[src/rtl/oven_cook_sequencer.sv]
// Oven cook sequencer: accepts a temperature/time setting, preheats, runs a timed
// cook with hysteresis heater control, then holds a done indication before idling.
module oven_cook_sequencer #(
   parameter int unsigned TICK_DIV   = 50000000,
   parameter int unsigned HYST       = 5,
   parameter int unsigned DONE_TICKS = 3
) (
   input  logic        clk,
   input  logic        rst_n,
   input  logic        cfg_valid,
   output logic        cfg_ready,
   input  logic [9:0]  cfg_temp,
   input  logic [12:0] cfg_time,
   input  logic        cancel,
   input  logic [9:0]  current_temp,
   output logic        heat,
   output logic        preheated,
   output logic        cooking,
   output logic [12:0] remaining_time,
   output logic        done,
   output logic [1:0]  state
);

   localparam int unsigned TW        = 10;
   localparam int unsigned MW        = 13;
   localparam int unsigned TEMP_MIN  = 65;
   localparam int unsigned TEMP_MAX  = 500;
   localparam int unsigned TEMP_RST  = 300;
   localparam int unsigned TIME_MAX  = 1800;
   localparam int unsigned TICK_LAST = (TICK_DIV > 0) ? TICK_DIV - 1 : 0;
   localparam int unsigned PW        = (TICK_DIV > 1) ? $clog2(TICK_DIV) : 1;
   localparam int unsigned DONE_LAST = (DONE_TICKS > 0) ? DONE_TICKS - 1 : 0;
   localparam int unsigned DCW       = (DONE_LAST > 0) ? $clog2(DONE_LAST + 1) : 1;

   typedef enum logic [1:0] {
      IDLE    = 2'd0,
      PREHEAT = 2'd1,
      COOK    = 2'd2,
      DONE    = 2'd3
   } state_e;

   state_e          state_q, state_d;
   logic [TW-1:0]   temp_q, temp_d;
   logic [MW-1:0]   time_q, time_d;
   logic [MW-1:0]   rem_q, rem_d;
   logic            heat_q, heat_d;
   logic            pre_q, pre_d;
   logic            cook_q, cook_d;
   logic            done_q, done_d;
   logic [PW-1:0]   presc_q, presc_d;
   logic [DCW-1:0]  dcnt_q, dcnt_d;

   logic            hs_c;
   logic            tick_c;
   logic [TW-1:0]   temp_clamp_c;
   logic [MW-1:0]   time_clamp_c;
   logic [TW-1:0]   thr_c;

   // Ready depends only on registered state and the cancel level.
   assign cfg_ready = (state_q == IDLE) && !cancel;
   assign hs_c      = cfg_valid && cfg_ready;
   assign tick_c    = ((state_q == COOK) || (state_q == DONE)) && (presc_q == PW'(TICK_LAST));

   always_comb begin
      temp_clamp_c = cfg_temp;
      if (cfg_temp < TW'(TEMP_MIN))
         temp_clamp_c = TW'(TEMP_MIN);
      else if (cfg_temp > TW'(TEMP_MAX))
         temp_clamp_c = TW'(TEMP_MAX);

      time_clamp_c = cfg_time;
      if (cfg_time > MW'(TIME_MAX))
         time_clamp_c = MW'(TIME_MAX);

      // Heat re-assert threshold, floored at zero.
      thr_c = '0;
      if (32'(temp_q) > HYST)
         thr_c = TW'(32'(temp_q) - HYST);
   end

   always_comb begin
      state_d = state_q;
      temp_d  = temp_q;
      time_d  = time_q;
      rem_d   = rem_q;
      heat_d  = heat_q;
      pre_d   = pre_q;
      cook_d  = cook_q;
      done_d  = done_q;
      presc_d = presc_q;
      dcnt_d  = dcnt_q;

      if (cancel && (state_q != IDLE)) begin
         state_d = IDLE;
         rem_d   = '0;
         heat_d  = 1'b0;
         pre_d   = 1'b0;
         cook_d  = 1'b0;
         done_d  = 1'b0;
         presc_d = '0;
         dcnt_d  = '0;
      end else begin
         case (state_q)
            IDLE: begin
               if (hs_c) begin
                  temp_d = temp_clamp_c;
                  time_d = time_clamp_c;
                  if (time_clamp_c != '0) begin
                     state_d = PREHEAT;
                     rem_d   = time_clamp_c;
                     heat_d  = current_temp < temp_clamp_c;
                  end
               end
            end
            PREHEAT: begin
               rem_d = time_q;
               if (current_temp >= temp_q) begin
                  state_d = COOK;
                  pre_d   = 1'b1;
                  cook_d  = 1'b1;
                  heat_d  = 1'b0;
                  presc_d = '0;
               end else begin
                  heat_d = 1'b1;
               end
            end
            COOK: begin
               presc_d = tick_c ? '0 : presc_q + PW'(1);
               if (current_temp >= temp_q)
                  heat_d = 1'b0;
               else if (current_temp < thr_c)
                  heat_d = 1'b1;
               if (tick_c) begin
                  if (rem_q <= MW'(1)) begin
                     state_d = DONE;
                     rem_d   = '0;
                     heat_d  = 1'b0;
                     pre_d   = 1'b0;
                     cook_d  = 1'b0;
                     done_d  = 1'b1;
                     presc_d = '0;
                     dcnt_d  = '0;
                  end else begin
                     rem_d = rem_q - MW'(1);
                  end
               end
            end
            DONE: begin
               presc_d = tick_c ? '0 : presc_q + PW'(1);
               if (tick_c) begin
                  if (dcnt_q == DCW'(DONE_LAST)) begin
                     state_d = IDLE;
                     done_d  = 1'b0;
                     dcnt_d  = '0;
                     presc_d = '0;
                  end else begin
                     dcnt_d = dcnt_q + DCW'(1);
                  end
               end
            end
            default: state_d = IDLE;
         endcase
      end
   end

   always_ff @(posedge clk or negedge rst_n) begin
      if (!rst_n) begin
         state_q <= IDLE;
         temp_q  <= TW'(TEMP_RST);
         time_q  <= '0;
         rem_q   <= '0;
         heat_q  <= 1'b0;
         pre_q   <= 1'b0;
         cook_q  <= 1'b0;
         done_q  <= 1'b0;
         presc_q <= '0;
         dcnt_q  <= '0;
      end else begin
         state_q <= state_d;
         temp_q  <= temp_d;
         time_q  <= time_d;
         rem_q   <= rem_d;
         heat_q  <= heat_d;
         pre_q   <= pre_d;
         cook_q  <= cook_d;
         done_q  <= done_d;
         presc_q <= presc_d;
         dcnt_q  <= dcnt_d;
      end
   end

   assign heat           = heat_q;
   assign preheated      = pre_q;
   assign cooking        = cook_q;
   assign done           = done_q;
   assign remaining_time = rem_q;
   assign state          = state_q;

endmodule

[config.mk]
export PLATFORM = sky130hd
export DESIGN_NAME = oven_cook_sequencer
export DESIGN_NICKNAME = d
export VERILOG_FILES = /design/src/rtl/oven_cook_sequencer.sv
export SDC_FILE = /design/constraint.sdc
export NUM_CORES = 1
export LEC_CHECK = 0
export ABC_CLOCK_PERIOD_IN_PS = 2700
export CORE_UTILIZATION = 40
export CTS_CLUSTER_DIAMETER = 150
export DETAILED_ROUTE_END_ITERATION = 12
export PLACE_DENSITY = 0.7
export SLEW_MARGIN = 20
export SYNTH_ARGS = -nofsm -noshare
export SYNTH_HDL_FRONTEND = slang
export SYNTH_SLANG_ARGS = --single-unit
[constraint.sdc]
create_clock -name clk -period 2.7 [get_ports clk]
set_input_delay 0.54 -clock clk [delete_from_list [all_inputs] [get_ports clk]]
set_output_delay 0.54 -clock clk [all_outputs]
set_load 0.005 [all_outputs]
==> flow_metrics.env, run 1 <==
export IMPL_status="complete, but fails checks"
export IMPL_violations="setup timing"
export IMPL_placed_area_sq_um=6216
export IMPL_grt_usage_pct=24.20
export IMPL_place_congestion=0.9248
export IMPL_fin_skew_ns=0.005983
export IMPL_timing_slew_headroom_pct=54.19
export IMPL_final_cells=896
export IMPL_synth_yosys_seq_area_share_pct=34.54
export IMPL_peakVddDrop_mv=0.3722
export IMPL_cts_root_buffer="clkbuf_16"
export IMPL_rows=40
export IMPL_powerDensity_nw_per_um2=974.3
export IMPL_htree_levels=3
export IMPL_fmax_mhz=332.0
export IMPL_grt_pass1_vias=5092
export IMPL_async_reset_ff_share_pct=100.0
export IMPL_wl_met1_microns=6504
export IMPL_worstPathRequired_ns=2.97
export IMPL_tightest_slew_ns=0.6872
export IMPL_cts_tree="done"
export IMPL_synthXorXnorAreaFrac_pct=1.572
export IMPL_clk_latency_ns=0.33
export IMPL_power_internal_w=0.003831
export IMPL_antenna_found_initial=0
export IMPL_path_buf_inv=3
export IMPL_dp_cells=874
export IMPL_nets=797
export IMPL_top_layer_used="met4"
export IMPL_crit_chain="buf_6 -> o21ai_2 -> buf_6 -> nand2_4 -> or4_4 -> buf_4 -> a21oi_4 -> ha_4 -> a21oi_2 -> o21ai_1 -> a22oi_1 -> a41oi_2 -> nor3b_2 -> o31a_1"
export IMPL_diodes=0
export IMPL_drt_total_wl_microns=15200
export IMPL_synth_area_sq_um=5014
export IMPL_final_common_cell="nand2_1"
export IMPL_core_area_sq_um=12110
export IMPL_fillerInstances=1111
export IMPL_worstPathArrival_ns=3.29
export IMPL_end_kind="flip-flop"
export IMPL_yosys_area_share_adder_pct=9.234
export IMPL_cp_common_cell="buf_6"
export IMPL_dieArea_sq_um=12990
export IMPL_setup_violations=1
export IMPL_stdcell_area_sq_um=6761
export IMPL_synth_top_family_by_area="simple AND/OR/NAND/NOR gates"
export IMPL_die_x_microns=114.0
export IMPL_p_seq_share_pct=24.1
export IMPL_synth_simple_area_share_pct=25.46
export IMPL_timing_rr_start="temp_q[1]$_DFFE_PN0P_"
export IMPL_final_cell_mix="nand2_1, buf_4, dfrtp_1"
export IMPL_path_max_fanout=2
export IMPL_power_total_w=0.006588
export IMPL_clkTransAtPathRegs_ns=0.05
export IMPL_swShare_pct=41.85
export IMPL_area_growth_pct=34.86
export IMPL_p_switching_w=0.002757
export IMPL_clk_path_buf_depth=2
export IMPL_critPathKind="flip-flop to flip-flop"
export IMPL_met3WireLength_microns=1063
export IMPL_dp_hpwl_microns=11290
export IMPL_fin_ws_ns=-0.3120
export IMPL_fin_crit_ns=3.012
export IMPL_io_pins=57
export IMPL_synth_fp_nets=680
export IMPL_cp_slowest_cell="or4_4"
export IMPL_rsz0062_at_grt="true"
export IMPL_drc_errors=0
export IMPL_drt_pass1_iter_count=5
export IMPL_avgSynthCellArea_sq_um=8.273
export IMPL_synthDistinctLibCells=70
export IMPL_critPathTopFamily="compound AO/OA/AOI/OAI gates"
export IMPL_grt_max_degree=30
export IMPL_grt_overflow=0
export IMPL_io_buffer_count=56
export IMPL_layout_drive_gt1_share_pct=19.64
export IMPL_cts_sinks=69
export IMPL_p_clk_share_pct=18.6
export IMPL_startpoint_type="flip-flop"
export IMPL_ant_nets=0
export IMPL_avgViaCountPerCell=5.805
export IMPL_synth_compound_area_share_pct=23.81
export IMPL_min_period_over_period_pct=111.6
export IMPL_drv_cap=0
export IMPL_die_h_microns=114.0
export IMPL_power_leakage_nw=2.894
export IMPL_wl_per_cell_microns=16.96
export IMPL_combPwrFrac_pct=57.3
export IMPL_critPathMaxStageDelay_ns=0.55
export IMPL_initial_core_util_pct=41.39
export IMPL_syn_inst=606
export IMPL_hold_violations=0
export IMPL_synth_edff_count=0
export IMPL_grt_pass1_wl_microns=24920
export IMPL_cts_hold_buffers=0
export IMPL_startpoint="temp_q[1]$_DFFE_PN0P_"
export IMPL_slew_viol_final=0
export IMPL_route_met2_wl_microns=7178
export IMPL_drt_iter0_drc=437
export IMPL_holdCritPathClass="input pin to asynchronous set/reset pin"
export IMPL_synth_seq_cells=69
export IMPL_ys_flop_type="dfrtp_1"
export IMPL_vias=5201
export IMPL_numCtsBuffers=9
export IMPL_ys_warn_count=0
export IMPL_synthMuxAreaShare_pct=1.023
synth_stat cells (all sizes together) (6+ instances only):
library cell	number	share of area [%]
nand2	80	6.0
dfrtp	65	32
o21ai	64	6.4
nor2	45	3.4
ha	37	9.2
a21oi	33	3.3
inv	27	2.0
nand3	22	2.2
o31ai	21	3.1
clkbuf	18	1.3
nor3	18	1.9
nor4	17	2.5
a22o	12	2.1
a31oi	12	1.8
nand4	11	1.5
o41ai	10	1.9
and2	9	1.1
or3	9	1.1
xnor2	9	1.6
buf	8	0.92
nor2b	8	1.0
nand2b	6	0.75
or2	6	0.75
state kept, by name (all words and copies together), names as in the netlist:
name and flops:
heat 1, state 2, temp_q 10, dcnt_q 2, done 1, presc_q 26
cooking 1, remaining_time 13, time_q 13
worst register-to-register path: stages, from the launching register on:
cell     delay [ns]
dfrtp_1        0.40
buf_6          0.13
o21ai_2        0.13
buf_6          0.13
nand2_4        0.05
or4_4          0.55
buf_4          0.16
a21oi_4        0.16
ha_4           0.23
a21oi_2        0.15
o21ai_1        0.11
a22oi_1        0.23
a41oi_2        0.16
nor3b_2        0.23
o31a_1         0.14
layer usage:
layer,global-route usage (%),vias to the layer above
li1,-,2492
met1,31.29,2461
met2,39.43,206
met3,5.313,42
met4,9.437,0
met5,0,-
cell type report:
cell class	instances	area, sq um	share of cell area (%)
clock inverter	3	42.54	0.6292
inverter	27	101.3	1.499
clock buffer	13	270.3	3.997
sequential	69	1732	25.61
multi-input combinational	484	3261	48.22
tap	168	210.2	3.109
timing repair buffer	132	1145	16.93
logic make-up after synthesis:
family	after synthesis
mux	5
fa+ha+maj	37
flops	69
other cells	1
simple gates	251
xor+xnor	9
compound gates	181
buf+inv	53
final timing paths:
check | endpoint | slack [ns] | cells past startpoint
min reg2reg | time_q[4]$_DFFE_PN0P_ | 0.48 | 2
max in group asynchronous | presc_q[7]$_DFFE_PN0P_ | 1.75 | 2
max | heat$_DFFE_PN0P_ | -0.31 | 14
max reg2reg | heat$_DFFE_PN0P_ | -0.31 | 14
min | time_q[6]$_DFFE_PN0P_ | 0.25 | 1
min in group clk | time_q[4]$_DFFE_PN0P_ | 0.48 | 2
stage by stage:
stage	utilization, %	setup slack (ns)	hold slack (ns)	setup TNS [ns]
floorplan	-	0.02970	0.2444	0
global placement	51.32	-0.5459	0.4567	-4.423
detailed placement	51.32	-0.7768	0.4742	-5.883
CTS	54.62	-0.1883	0.2609	-0.1883
global route	55.83	-0.4298	0.2907	-0.5034
finish	55.83	-0.3120	0.2453	-0.3120
repair_timing:
action / 4_1_cts / 5_1_grt
endpoints found under the setup margin: 2 / 27
gates resized for setup: 25 / 25
pin swaps: 24 / 14
buffers inserted: 3 / 3
gates cloned: 0 / 0
power by group through the flow:
stage | Combinational [W] | Clock [W] | Sequential (W)
CTS | 0.00351 | 0.00125 | 0.00157
global route | 0.00415 | 0.00130 | 0.00162
finish | 0.00377 | 0.00123 | 0.00159
detailed placement | 0.00341 | 0 | 0.00158
global placement | 0.00331 | 0 | 0.00157
floorplan | 0.00215 | 0 | 0.00153
Power figures use the tool's default switching activity.
==> run 2: changes to the inputs <==
CTS_CLUSTER_SIZE = 10   (was unset)
==> results of run 2 <==
Same layout as run 1: the final DEF is identical, and so are final timing and power.
==> run 3: changes to the inputs <==
SLEW_MARGIN = unset   (was 20)
==> results of run 3 <==
Same layout as run 1: the final DEF is identical, and so are final timing and power.
